### src/rtl/serial_mag_compare.sv
// serial_mag_compare: folds MSB-first 1-bit comparator results into a registered magnitude verdict
module serial_mag_compare #(
    parameter int WIDTH = 8
) (
    input  logic       clk,
    input  logic       rst_n,
    input  logic       start,
    input  logic       bit_valid,
    input  logic       bit_eq,
    input  logic       bit_lt,
    input  logic       bit_gt,
    output logic       busy,
    output logic       done,
    output logic       a_eq_b,
    output logic       a_lt_b,
    output logic       a_gt_b,
    output logic [7:0] bit_count,
    output logic       error
);
    typedef enum logic [1:0] {IDLE, SCAN, DECIDED, DONE} state_t;
    localparam logic [7:0] LAST = 8'(WIDTH - 1);
    state_t state_q, state_d;
    logic [7:0] cnt_q, cnt_d;
    logic rel_lt_q, rel_lt_d, rel_gt_q, rel_gt_d, err_q, err_d;
    logic res_eq_q, res_eq_d, res_lt_q, res_lt_d, res_gt_q, res_gt_d;
    logic active, onehot, fin, latch;
    always_comb begin
        active = (state_q == SCAN || state_q == DECIDED) && bit_valid && !start;
        onehot = {bit_eq, bit_lt, bit_gt} inside {3'b100, 3'b010, 3'b001};
        fin    = active && cnt_q == LAST;
        latch  = active && state_q == SCAN && onehot;
    end
    always_comb begin
        state_d = start ? SCAN :
                  (state_q == IDLE || state_q == DONE) ? IDLE :
                  fin ? DONE :
                  (latch && !bit_eq) ? DECIDED : state_q;
    end
    always_comb begin
        cnt_d    = start ? 8'd0 : active ? cnt_q + 8'd1 : cnt_q;
        err_d    = !start && (err_q || (active && !onehot));
        rel_lt_d = start ? 1'b0 : latch ? bit_lt : rel_lt_q;
        rel_gt_d = start ? 1'b0 : latch ? bit_gt : rel_gt_q;
        res_eq_d = start ? 1'b0 : fin ? (!err_d && !rel_lt_d && !rel_gt_d) : res_eq_q;
        res_lt_d = start ? 1'b0 : fin ? (!err_d && rel_lt_d) : res_lt_q;
        res_gt_d = start ? 1'b0 : fin ? (!err_d && rel_gt_d) : res_gt_q;
    end
    always_ff @(posedge clk) begin
        if (!rst_n) state_q <= IDLE;
        else        state_q <= state_d;
    end
    always_ff @(posedge clk) begin
        if (!rst_n) begin
            cnt_q    <= 8'd0;
            err_q    <= 1'b0;
            rel_lt_q <= 1'b0;
            rel_gt_q <= 1'b0;
            res_eq_q <= 1'b0;
            res_lt_q <= 1'b0;
            res_gt_q <= 1'b0;
        end else begin
            cnt_q    <= cnt_d;
            err_q    <= err_d;
            rel_lt_q <= rel_lt_d;
            rel_gt_q <= rel_gt_d;
            res_eq_q <= res_eq_d;
            res_lt_q <= res_lt_d;
            res_gt_q <= res_gt_d;
        end
    end
    always_comb begin
        busy      = state_q != IDLE;
        done      = state_q == DONE;
        a_eq_b    = res_eq_q;
        a_lt_b    = res_lt_q;
        a_gt_b    = res_gt_q;
        bit_count = cnt_q;
        error     = err_q;
    end
endmodule

### config.mk
export PLATFORM = sky130hd
export DESIGN_NAME = serial_mag_compare
export DESIGN_NICKNAME = d
export VERILOG_FILES = /design/src/rtl/serial_mag_compare.sv
export SDC_FILE = /design/constraint.sdc
export NUM_CORES = 1
export LEC_CHECK = 0
export CAP_MARGIN = 40
export CORE_MARGIN = 10
export CORE_UTILIZATION = 47
export DETAILED_ROUTE_END_ITERATION = 10
export PLACE_DENSITY = 0.8
export SYNTH_ARGS = -nofsm -noshare
export SYNTH_HDL_FRONTEND = slang
export SYNTH_SLANG_ARGS = --single-unit
export TNS_END_PERCENT = 50
### constraint.sdc
create_clock -name clk -period 2.5 [get_ports clk]
set_input_delay 0.75 -clock clk [delete_from_list [all_inputs] [get_ports clk]]
set_output_delay 0.75 -clock clk [all_outputs]
set_load 0.05 [all_outputs]
==> impl_metrics.prom, run 1 <==
# TYPE chip_impl_metric gauge
chip_impl_metric{name="boundaryPins",unit=""} 21
chip_impl_info{name="most_common_cell_in_the_netlist",value="dfxtp_1"} 1
chip_impl_info{name="min_path_type",value="reg -> reg"} 1
chip_impl_metric{name="fin_tns_setup",unit="ns"} 0
chip_impl_metric{name="viasPerCell",unit=""} 4.99
chip_impl_info{name="post_synth_most_frequent_cells",value="16 x dfxtp_1, 13 x nor2_1, 9 x nand2_1, 5 x xnor2_1"} 1
chip_impl_metric{name="initialDrtViolationCount",unit=""} 9
chip_impl_metric{name="grt_pass1_vias",unit=""} 636
chip_impl_metric{name="pre_cts_slack",unit="ns"} 0.0918
chip_impl_metric{name="dieArea",unit="um^2"} 3850
chip_impl_metric{name="ys_async_sr_fraction",unit="%"} 0
chip_impl_metric{name="post-dp-hpwl",unit="um"} 1490
chip_impl_metric{name="area_share_of_the_largest_cell_type_after_synthesis",unit="%"} 38.6
chip_impl_info{name="timing.hold.worst.start",value="a_gt_b$_SDFFE_PP0P_"} 1
chip_impl_info{name="yosys-top-cells-area",value="dfxtp_1 39%, ha_1 6.0%, nor2_1 5.9%"} 1
chip_impl_info{name="worst_setup_start_kind",value="flop"} 1
chip_impl_info{name="largest_area_contributor_in_the_netlist",value="dfxtp_1"} 1
chip_impl_metric{name="regArea",unit="um^2"} 320
chip_impl_metric{name="cellPowerDensity",unit="nW/um^2"} 403
chip_impl_info{name="r2r_start",value="state_q[0]$_SDFFE_PN0P_"} 1
chip_impl_info{name="clock_tree.root_cell",value="clkbuf_4"} 1
chip_impl_metric{name="postLayoutSetupSlackWorst",unit="ns"} 0.140
chip_impl_metric{name="grt_antenna_before_repair",unit=""} 0
chip_impl_metric{name="num_vias",unit=""} 703
chip_impl_metric{name="antennaDiodeCount",unit=""} 0
chip_impl_info{name="critical_path.endpoint_type",value="primary output"} 1
chip_impl_metric{name="vdd.ir_drop.worst",unit="mV"} 0.355
chip_impl_metric{name="critPathMaxFanout",unit=""} 4
chip_impl_metric{name="finish.net_count",unit=""} 129
chip_impl_metric{name="syn_to_final_growth",unit="%"} 31.2
chip_impl_metric{name="final_cell_count_without_fillers",unit=""} 141
chip_impl_info{name="run_status",value="completed"} 1
chip_impl_metric{name="slew_headroom",unit="%"} 66.3
chip_impl_metric{name="fraction_of_layout_instances_using_a_drive_strength_above_1",unit="%"} 12.9
chip_impl_metric{name="setup_viol_count_final",unit=""} 0
chip_impl_metric{name="critPathArrivalTime",unit="ns"} 1.61
chip_impl_metric{name="number_of_design_rule_violations_left_after_detail_routing",unit=""} 0
chip_impl_metric{name="design_power_total",unit="mW"} 0.439
chip_impl_metric{name="cts_max_path_buffers",unit=""} 2
chip_impl_metric{name="seq_cells_post_synth",unit=""} 16
chip_impl_metric{name="ant_nets",unit=""} 0
chip_impl_info{name="worstSetupStartpoint",value="state_q[0]$_SDFFE_PN0P_"} 1
chip_impl_info{name="crit_type",value="reg -> out"} 1
chip_impl_metric{name="grt_first_pass_wirelength",unit="um"} 2820
chip_impl_metric{name="placeableCoreArea",unit="um^2"} 1710
chip_impl_metric{name="min_tclk_post_route",unit="ns"} 2.36
chip_impl_metric{name="worst_pin_slew",unit="ns"} 0.503
chip_impl_metric{name="drt_first_pass_iters",unit=""} 4
chip_impl_metric{name="multi_input_comb_area",unit="um^2"} 479
chip_impl_metric{name="yosys_warnings",unit=""} 0
chip_impl_metric{name="initial_core_util",unit="%"} 48.6
chip_impl_metric{name="timing.critical_path.required",unit="ns"} 1.75
chip_impl_metric{name="ys_seq_area_share",unit="%"} 38.6
chip_impl_metric{name="global_route.usage.total",unit="%"} 10.0
chip_impl_metric{name="die_h",unit="um"} 62.0
chip_impl_metric{name="synthesis.nets",unit=""} 105
chip_impl_metric{name="final_number_of_max_transition_violations",unit=""} 0
chip_impl_metric{name="reg2regPathDepth",unit=""} 7
chip_impl_metric{name="worstHoldPathCells",unit=""} 2
chip_impl_metric{name="cts_setup_buffers",unit=""} 0
chip_impl_metric{name="cap_viol_max_count",unit=""} 0
chip_impl_metric{name="synth_area",unit="um^2"} 830
chip_impl_metric{name="grt_max_degree",unit=""} 11
chip_impl_metric{name="cts_resized",unit=""} 0
chip_impl_metric{name="numClockSinks",unit=""} 16
chip_impl_metric{name="synth_edf_count",unit=""} 0
chip_impl_metric{name="finClkSkew",unit="ns"} 0.0101
chip_impl_info{name="cts_tree",value="done"} 1
chip_impl_metric{name="wire_per_inst",unit="um"} 13.1
chip_impl_metric{name="cts_htree_levels",unit=""} 1
chip_impl_metric{name="fmax",unit="GHz"} 0.424
chip_impl_metric{name="placed_cells_incl_taps",unit=""} 138
chip_impl_metric{name="final-hold-violation-count",unit=""} 0
chip_impl_metric{name="gr-total-overflow",unit=""} 0
chip_impl_metric{name="tritoncts.num_buffers",unit=""} 3
chip_impl_metric{name="drt-total-wl",unit="um"} 1840
chip_impl_info{name="ys_dominant_reg_cell",value="dfxtp_1"} 1
chip_impl_metric{name="gp_congestion",unit=""} 0.779
chip_impl_metric{name="cts_hold_buf",unit=""} 0
chip_impl_metric{name="die_width",unit="um"} 62.0
chip_impl_metric{name="cts.clk_slew.worst_paths",unit="ns"} 0.07
chip_impl_info{name="grt_setup_unrepaired",value="no"} 1
chip_impl_metric{name="clkLatencyLatePin",unit="ns"} 0.28
chip_impl_metric{name="p_leak",unit="nW"} 0.408
chip_impl_metric{name="core.rowCount",unit=""} 15
chip_impl_metric{name="fin_crit_sh",unit="%"} 94.4
chip_impl_metric{name="place.port_buffers",unit=""} 20
chip_impl_metric{name="nFillCells",unit=""} 153
chip_impl_metric{name="yosysUniqueCellTypes",unit=""} 34
chip_impl_metric{name="netlist_instances",unit=""} 94
chip_impl_metric{name="syn_avg_cell_area",unit="um^2"} 8.82
area by class of cell:
| class | instances | area share, % |
|---|---|---|
| clock buffers | 3 | 2.07 |
| inverters | 4 | 1.38 |
| multi-input cells | 70 | 44.0 |
| flip-flops and latches | 16 | 29.4 |
| well taps | 25 | 2.87 |
| repair buffers | 23 | 20.2 |
kinds of logic (layout without fill, tap and decap cells):
kind of cell	after synthesis	count (layout)	share of synthesized area, %
simple gates	42	42	28.5
flops	16	16	38.6
compound gates	15	15	13.7
xor+xnor	9	9	9.50
buf+inv	8	30	3.62
fa+ha+maj	4	4	6.03
cells in the final DEF, fill, tap and decap left out, drive strengths merged, types with 2 or more instances in the layout:
master	n
nand2	10
o21ai	2
nor2	13
a31oi	2
xnor2	5
nand4b	2
clkbuf	3
nand2b	2
clkdlybuf4s50	19
o32ai	2
buf	4
o31a	2
ha	4
inv	4
a21oi	2
and2b	2
dfxtp	16
nand3	5
nor3	2
xor2	4
critical path: stages, from the launching register on:
cell	delay, ns
dfxtp_1	0.38
ha_1	0.16
clkdlybuf4s50_1	0.80
routing by layer:
metal | track usage [%] | part of all wire (%) | vias up
met5 | 0 | 0 | -
met4 | 3.82 | 1.5 | 0
met3 | 5.49 | 6.2 | 4
met2 | 16.4 | 48 | 12
met1 | 10.5 | 44 | 316
li1 | - | - | 371
flip-flops by register name, indices dropped and copies added (netlist names):
name       flops
rel_gt_q       1
error          1
a_gt_b         1
bit_count      8
state_q        2
a_eq_b         1
rel_lt_q       1
a_lt_b         1
through the flow:
step | util, % | cell area, um^2 | hold WS [ns]
final | 63.7 | 1090 | 0.489
after global routing | 63.7 | 1090 | 0.515
after CTS | 63.7 | 1090 | 0.489
after detailed placement | 62.4 | 1070 | 0.468
after global placement | 62.4 | 1070 | 0.470
after floorplan | - | 830 | 0.464
final timing paths:
check,endpoint,slack [ns]
max,done,0.14
max reg2reg,a_lt_b$_SDFFE_PP0P_,0.46
min,a_gt_b$_SDFFE_PP0P_,0.49
min reg2reg,a_gt_b$_SDFFE_PP0P_,0.49
report_power, final:
part           internal, mW  total, mW  switching (mW)
registers             0.256      0.258         0.00186
clock network        0.0559      0.128          0.0723
logic                0.0234     0.0525          0.0291
total                 0.336      0.439           0.103
Power figures use the tool's default switching activity.
==> run 2, diff against run 1 <==
CAP_MARGIN = 10   (was 40)
GPL_TIMING_DRIVEN = 0   (was unset)
==> impl_metrics.prom, run 2 (same netlist as run 1, synthesis figures left out) <==
# TYPE chip_impl_metric gauge
chip_impl_metric{name="grt_max_degree",unit=""} 11
chip_impl_metric{name="finish.net_count",unit=""} 128
chip_impl_metric{name="nFillCells",unit=""} 155
chip_impl_info{name="grt_setup_unrepaired",value="no"} 1
chip_impl_metric{name="drt_first_pass_iters",unit=""} 4
chip_impl_metric{name="gp_congestion",unit=""} 0.773
chip_impl_metric{name="initial_core_util",unit="%"} 48.6
chip_impl_metric{name="vdd.ir_drop.worst",unit="mV"} 0.310
chip_impl_metric{name="fmax",unit="GHz"} 0.419
chip_impl_metric{name="post-dp-hpwl",unit="um"} 1430
chip_impl_metric{name="cts.clk_slew.worst_paths",unit="ns"} 0.10
chip_impl_metric{name="tritoncts.num_buffers",unit=""} 3
chip_impl_metric{name="critPathMaxFanout",unit=""} 4
chip_impl_info{name="worst_setup_start_kind",value="flop"} 1
chip_impl_metric{name="placeableCoreArea",unit="um^2"} 1710
chip_impl_metric{name="viasPerCell",unit=""} 5.16
chip_impl_metric{name="postLayoutSetupSlackWorst",unit="ns"} 0.111
chip_impl_metric{name="wire_per_inst",unit="um"} 13.1
chip_impl_metric{name="finClkSkew",unit="ns"} 0.00662
chip_impl_metric{name="finalInstanceArea",unit="um^2"} 1080
chip_impl_metric{name="dieArea",unit="um^2"} 3850
chip_impl_metric{name="fraction_of_layout_instances_using_a_drive_strength_above_1",unit="%"} 10.3
chip_impl_metric{name="multi_input_comb_area",unit="um^2"} 479
chip_impl_metric{name="die_width",unit="um"} 62.0
chip_impl_metric{name="critPathArrivalTime",unit="ns"} 1.64
chip_impl_metric{name="core.rowCount",unit=""} 15
chip_impl_metric{name="setup_viol_count_final",unit=""} 0
chip_impl_metric{name="cts_htree_levels",unit=""} 1
chip_impl_metric{name="worst_pin_slew",unit="ns"} 0.505
chip_impl_metric{name="gr-total-overflow",unit=""} 0
chip_impl_metric{name="ant_nets",unit=""} 0
chip_impl_metric{name="largest_register_ffs",unit=""} 8
chip_impl_metric{name="placed_cells_incl_taps",unit=""} 137
chip_impl_metric{name="antennaDiodeCount",unit=""} 0
chip_impl_info{name="crit_type",value="reg -> out"} 1
chip_impl_metric{name="postPlaceCellArea",unit="um^2"} 1040
chip_impl_metric{name="drt-total-wl",unit="um"} 1850
chip_impl_metric{name="syn_to_final_growth",unit="%"} 29.7
chip_impl_metric{name="die_h",unit="um"} 62.0
chip_impl_metric{name="num_vias",unit=""} 727
chip_impl_metric{name="final_number_of_max_transition_violations",unit=""} 0
chip_impl_metric{name="design_power_total",unit="mW"} 0.482
chip_impl_info{name="run_status",value="completed"} 1
chip_impl_metric{name="cts_max_path_buffers",unit=""} 2
chip_impl_info{name="min_path_type",value="reg -> reg"} 1
chip_impl_info{name="layout_commonest_cell",value="clkdlybuf4s50_1"} 1
chip_impl_metric{name="grt_first_pass_wirelength",unit="um"} 3060
chip_impl_metric{name="place.port_buffers",unit=""} 18
chip_impl_info{name="cts_tree",value="done"} 1
chip_impl_metric{name="p_leak",unit="nW"} 0.399
chip_impl_info{name="clock_tree.root_cell",value="clkbuf_4"} 1
chip_impl_metric{name="min_tclk_post_route",unit="ns"} 2.39
chip_impl_metric{name="boundaryPins",unit=""} 21
chip_impl_metric{name="numClockSinks",unit=""} 16
chip_impl_metric{name="final-hold-violation-count",unit=""} 0
chip_impl_metric{name="final_cell_count_without_fillers",unit=""} 141
chip_impl_metric{name="global_route.usage.total",unit="%"} 10.8
chip_impl_info{name="layout.cells.most_common_list",value="17 x clkdlybuf4s50_1, 16 x dfxtp_1, 13 x nor2_1"} 1
chip_impl_metric{name="clkLatencyLatePin",unit="ns"} 0.29
chip_impl_metric{name="cts_setup_buffers",unit=""} 0
chip_impl_metric{name="initialDrtViolationCount",unit=""} 13
chip_impl_metric{name="grt_antenna_before_repair",unit=""} 0
chip_impl_metric{name="fin_crit_sh",unit="%"} 95.6
chip_impl_metric{name="grt_pass1_vias",unit=""} 681
chip_impl_metric{name="timing.critical_path.required",unit="ns"} 1.75
chip_impl_metric{name="pre_cts_slack",unit="ns"} -0.0681
chip_impl_metric{name="cap_viol_max_count",unit=""} 0
chip_impl_metric{name="slew_headroom",unit="%"} 66.2
chip_impl_metric{name="cellPowerDensity",unit="nW/um^2"} 448
chip_impl_metric{name="number_of_design_rule_violations_left_after_detail_routing",unit=""} 0
chip_impl_info{name="critical_path.endpoint_type",value="primary output"} 1
chip_impl_metric{name="regArea",unit="um^2"} 320
[run 2: area by class of cell]
cell class	instances	share of cell area (%)
multi-input cells	70	44.5
flip-flops and latches	16	29.8
repair buffers	18	16.6
clock buffers	4	3.37
well taps	25	2.91
plain buffers	4	1.40
inverters	4	1.40
[run 2: through the flow]
stage                     TNS [ns]  hold slack [ns]  utilization, %
after global routing             0            0.517            63.0
final                            0            0.479            63.0
after detailed placement    -0.135            0.471            61.0
after floorplan                  0            0.464               -
after CTS                        0            0.484            63.0
after global placement      -0.125            0.467            61.0
[run 2: worst paths after layout]
path / from / to / slack, ns / cells after the start
setup / recovery: state_q[0]$_SDFFE_PN0P_ / done / 0.11 / 2
hold / removal: a_gt_b$_SDFFE_PP0P_ / a_gt_b$_SDFFE_PP0P_ / 0.48 / 2
setup reg to reg: state_q[0]$_SDFFE_PN0P_ / a_eq_b$_SDFFE_PP0P_ / 0.36 / 7
hold reg to reg: a_gt_b$_SDFFE_PP0P_ / a_gt_b$_SDFFE_PP0P_ / 0.48 / 2
[run 2: metal layers]
| metal | vias up | track usage, % | wire length (um) |
|---|---|---|---|
| li1 | 372 | - | - |
| met1 | 334 | 12.9 | 851 |
| met2 | 16 | 15.8 | 823 |
| met3 | 5 | 4.88 | 132 |
| met4 | 0 | 5.73 | 41 |
| met5 | - | 0 | 0 |
[run 2: what timing repair did]
| item | 4_1_cts | 5_1_grt |
|---|---|---|
| endpoints found under the setup margin | 1 | 0 |
| hold buffers | 0 | 0 |
| resized for setup | 1 | 0 |
[run 2: power breakdown]
group | switching [mW] | internal (mW) | leakage [nW]
Combinational | 0.0291 | 0.0196 | 0.248
Sequential | 0.00185 | 0.257 | 0.129
Clock | 0.0859 | 0.0888 | 0.0210
Total | 0.117 | 0.365 | 0.399
[run 2: critical path: stages, from the launching register on]
cell and delay, ns:
dfxtp_1 0.39, ha_1 0.16, clkdlybuf4s50_1 0.79
==> run 3, diff against run 2 <==
TNS_END_PERCENT = 30   (was 50)
==> results of run 3 <==
Same layout as run 2: the final DEF is identical, and so are final timing and power.
==> RTL change 1: new RTL, flow settings as in run 1 <==
Register the output `error`, cleared by the reset; this adds one clock of latency there. The other outputs are not delayed to match.
--- a/src/rtl/serial_mag_compare.sv
+++ b/src/rtl/serial_mag_compare.sv
@@ -19,6 +19,8 @@
 );
     typedef enum logic [1:0] {IDLE, SCAN, DECIDED, DONE} state_t;
     localparam logic [7:0] LAST = 8'(WIDTH - 1);
+
+    logic error_d;
     state_t state_q, state_d;
     logic [7:0] cnt_q, cnt_d;
     logic rel_lt_q, rel_lt_d, rel_gt_q, rel_gt_d, err_q, err_d;
@@ -75,7 +77,15 @@
         a_lt_b    = res_lt_q;
         a_gt_b    = res_gt_q;
         bit_count = cnt_q;
-        error     = err_q;
+        error_d   = err_q;
     end
+    always_ff @(posedge clk) begin
+        if (!rst_n) begin
+            error <= '0;
+        end else begin
+            error <= error_d;
+        end
+    end
+
 endmodule
 
Formal check against the unedited RTL: not equivalent (Yosys sat finds a counterexample within 4 cycles, from zero or initial values and one cycle with rst_n low).
==> RTL change 1 against run 1 <==
- final area up 2.8%
- die area up 2.1%
- non-clock buffer count unchanged
- hold slack worse by 8.0 ps
- largest cell class unchanged
- critical path type unchanged
- power up 7.8%
- synthesized area up 3.2%
- first-iteration DRC count rose to 2.8 times the old value
- register-to-register slack worse by 20 ps
- sequential cell count up 1
- via count up 6.0%
- clock power up 15%
- routed wire length up 8.6%
- worst setup slack worse by 16 ps
==> RTL change 1: results (changes against run 1) <==
critical_path:
  cp.arrival_ps: 1630  # was 1610 ps
  critical_path.n_buffers_inverters: 1  # unchanged
  cp_slowest_cell: "clkdlybuf4s50_1"  # unchanged
  timing.critical_path.fanout_max: 4  # unchanged
  worstRegToRegCells: 7  # unchanged
  r2r_slack_ps: 440  # was 460 ps
route:
  mean_routed_wirelength_per_cell_um: 13.9  # was 13.1 um
  first_pass_iteration_count_of_the_detailed_router: 4  # unchanged
  vias: 745  # was 703
  drt-vias-per-instance: 5.17  # was 4.99
  drt_iter0_markers: 25  # was 9
yosys:
  yosysWarningCount: 0  # unchanged
  yosys-top-cells-area: "dfxtp_1 40%, ha_1 5.8%, nor2_1 5.7%"  # was dfxtp_1 39%, ha_1 6.0%, nor2_1 5.9%
  synth_cell_types: 34  # unchanged
  synthTopCellsByCount: "17 x dfxtp_1, 13 x nor2_1, 9 x nand2_1, 5 x xnor2_1"  # was 16 x dfxtp_1, 13 x nor2_1, 9 x nand2_1, 5 x xnor2_1
  synth.net_count: 107  # was 105
  proportion_of_register_bits_with_asynchronous_set_or_reset_after_synthesis: 0  # unchanged
  synth.yosys.seq_area_share: 0.398  # was 0.386
  synthesis.area_per_instance_sq_um: 8.91  # was 8.82 sq um
  dominantRegCellSynth: "dfxtp_1"  # unchanged
cells_and_area:
  diodes: 0  # unchanged
  final_layout_size_suffix_gt1_frac: 0.126  # was 0.129
  fill_cells: 170  # was 153
  finalNetCount: 131  # was 129
  max_reg_flops: 8  # unchanged
global_route:
  grt_max_degree: 11  # unchanged
  grt_pass1_vias: 803  # was 636
  global_route_usage_over_all_layers: 0.112  # was 0.100
  grt_antenna_before_repair: 0  # unchanged
  first_pass_grt_wire_length_um: 3660  # was 2820 um
power_and_ir_drop:
  p_leak_nw: 0.420  # was 0.408 nW
  vdd_ir_drop_max_mv: 0.253  # was 0.355 mV
sta:
  skew_ps: 4.54  # was 10.1 ps
  tightestPinTransition_ps: 514  # was 503 ps
clocking:
  deepest_clock_path_buffer_count: 2  # unchanged
  h-tree-depth: 1  # unchanged
  post-cts-setup-buffer-count: 0  # unchanged
  worst_setup_hold_path_clk_slew_ps: 90  # was 70 ps
  numCtsBuffers: 3  # unchanged
  cts.root.buffer_cell: "clkbuf_4"  # unchanged
placed_design:
  dp_hpwl_um: 1590  # was 1490 um
  globalplace.congestion: 0.761  # was 0.779
hold_path:
  worst_hold_path_type: "reg -> reg"  # unchanged
  hold_depth: 1  # was 2
run_status:
  status: "finished clean"  # unchanged
==> RTL change 1: cell type report <==
type                       instances  share of cell area
clock buffer                       4              0.0235
inverter                           4              0.0134
multi-input combinational         71               0.434
sequential                        17               0.304
tap                               25              0.0280
timing repair buffer              23               0.197
==> RTL change 1: per-stage QoR <==
step                instance area, sq um  total power (W)  worst slack (ps)  hold slack (ps)
detailed placement                  1090         0.000333              57.9              465
global route                        1120         0.000497              42.6              508
CTS                                 1120         0.000477               105              486
finish                              1120         0.000473               124              482
global placement                    1090         0.000332               143              448
floorplan                            856         0.000311               502              436
==> RTL change 1: cell families after synthesis <==
group | count (synthesis) | synth area share
AOI/OAI and AO/OA | 15 | 0.133
xor gates and xnor gates | 9 | 0.0921
adders and majority gates | 4 | 0.0585
buffers and inverters | 8 | 0.0351
DFF | 17 | 0.398
and+or+nand+nor | 43 | 0.284
==> RTL change 1: final timing paths <==
| check | startpoint | end |
|---|---|---|
| min reg2reg | err_q | error |
| max | state_q[0] | done |
| min | err_q | error |
| max reg2reg | state_q[0] | a_lt_b |
==> RTL change 1: metal layers <==
| metal | vias to the layer above | part of all wire | wire length, um | GRT usage |
|---|---|---|---|---|
| li1 | 377 | - | - | - |
| met1 | 347 | 0.45 | 891 | 0.126 |
| met2 | 14 | 0.47 | 932 | 0.176 |
| met3 | 7 | 0.062 | 124 | 0.0466 |
| met4 | 0 | 0.026 | 53 | 0.0587 |
| met5 | - | 0 | 0 | 0 |
==> RTL change 1: where the power goes <==
group | switching (W) | internal, W
clock | 0.0000844 | 0.0000621
combinational | 0.0000291 | 0.0000233
sequential | 0.00000186 | 0.000273
==> RTL change 2: new RTL, config.mk and constraints of run 1 <==
Without the edit above. Set the parameter `WIDTH` to 7 (it was 8).
--- a/src/rtl/serial_mag_compare.sv
+++ b/src/rtl/serial_mag_compare.sv
@@ -1,6 +1,6 @@
 // serial_mag_compare: folds MSB-first 1-bit comparator results into a registered magnitude verdict
 module serial_mag_compare #(
-    parameter int WIDTH = 8
+    parameter int WIDTH = 7
 ) (
     input  logic       clk,
     input  logic       rst_n,
Behaviour: not the same (a bounded check fails within 10 cycles, from zero or initial values and one cycle with rst_n low).
==> RTL change 2 against run 1 <==
- worst setup slack worse by 9.4 ps
- routed wire length is 1.5% lower
- maximum frequency is 0.39% lower
- non-clock buffer count is 10 higher
- die area is 0.40% lower
- sequential power hardly changed
- power is 2.5% higher
- synthesized area is 0.60% lower
- global-route usage is 0.88 points higher
- count of clock-buffer cells in the layout stayed put
- final area is 6.1% higher
- sequential cell count stayed put
- critical path type unchanged
- largest power group unchanged
==> RTL change 2: results (changes against run 1) <==
global_route:
  grt_pass1_vias: 722  # was 636
  gr-usage-met1: 0.116  # was 0.105
  grt_max_degree: 11  # unchanged
  global_route_usage_over_all_layers: 0.109  # was 0.100
  grt_use_met2: 0.180  # was 0.164
  groute.layer.met3.usage: 0.0386  # was 0.0549
sta:
  fin_worst_hold_slack_ps: 464  # was 489 ps
  skew_ps: 1.77  # was 10.1 ps
  tightestPinTransition_ps: 510  # was 503 ps
  clock.fmax_ghz: 0.422  # was 0.424 GHz
yosys:
  synth-adder-area-share: 0.0759  # was 0.0603
  synthTopCellsByCount: "16 x dfxtp_1, 11 x nor2_1, 6 x inv_1, 6 x nand3_1, 6 x xor2_1"  # was 16 x dfxtp_1, 13 x nor2_1, 9 x nand2_1, 5 x xnor2_1
  synth_cell_types: 29  # was 34
  fraction_of_the_mapped_netlist_area_in_compound_gates: 0.135  # was 0.137
  yosysWarningCount: 0  # unchanged
  post_synth_mux_area_share: 0.0182  # was 0
  synth_cells: 87  # was 94
  synth.net_count: 99  # was 105
  synthXorXnorAreaFrac: 0.0956  # was 0.0950
  synth.yosys.seq_area_share: 0.388  # was 0.386
route:
  vias: 752  # was 703
  route.met3.wl_um: 136  # was 114 um
  met2_wirelength_um: 829  # was 889 um
  first_pass_iteration_count_of_the_detailed_router: 3  # was 4
  routedLengthMet1_um: 822  # was 812 um
  mean_routed_wirelength_per_cell_um: 13.2  # was 13.1 um
run_status:
  status: "finished clean"  # unchanged
placed_design:
  setup_slack_after_placement_ps: -70.4  # was 91.8 ps
  dp_hpwl_um: 1500  # was 1490 um
  globalplace.congestion: 0.859  # was 0.779
  placement.cell_area_sq_um: 1130  # was 1070 sq um
cells_and_area:
  layoutNonFillerInstCount: 138  # was 141
  fill_cells: 146  # was 153
  final_layout_size_suffix_gt1_frac: 0.190  # was 0.129
critical_path:
  critPathCapture: "done"  # unchanged
  reg2reg_end: "a_eq_b"  # was a_lt_b
  r2r_slack_ps: 330  # was 460 ps
hold_path:
  hold_path_end: "a_eq_b"  # was a_gt_b
  hp-start: "a_eq_b"  # was a_gt_b
power_and_ir_drop:
  vdd_ir_drop_max_mv: 0.251  # was 0.355 mV
  p_leak_nw: 0.457  # was 0.408 nW
clocking:
  worst_setup_hold_path_clk_slew_ps: 90  # was 70 ps
[RTL change 2: power breakdown]
group | switching [W] | total [W] | internal, W | leakage [nW]
Sequential | 0.00000235 | 0.000259 | 0.000257 | 0.129
Combinational | 0.0000316 | 0.0000610 | 0.0000295 | 0.314
Clock | 0.0000742 | 0.000130 | 0.0000558 | 0.0138
Total | 0.000108 | 0.000450 | 0.000342 | 0.457
[RTL change 2: cell type report]
class                   count  share of cell area
clock buffers               3              0.0195
inverters                   6              0.0195
multi-input cells          63               0.410
flip-flops and latches     16               0.277
well taps                  17              0.0184
repair buffers             33               0.256
[RTL change 2: stage by stage]
step	power [W]	util
final	0.000450	0.684
after global routing	0.000470	0.684
after CTS	0.000455	0.684
after detailed placement	0.000326	0.670
after global placement	0.000325	0.670
after floorplan	0.000292	-
[RTL change 2: critical path, cell delays in order (launching register included)]
cell             delay, ps
dfxtp_1                390
ha_1                   160
clkdlybuf4s50_1        800
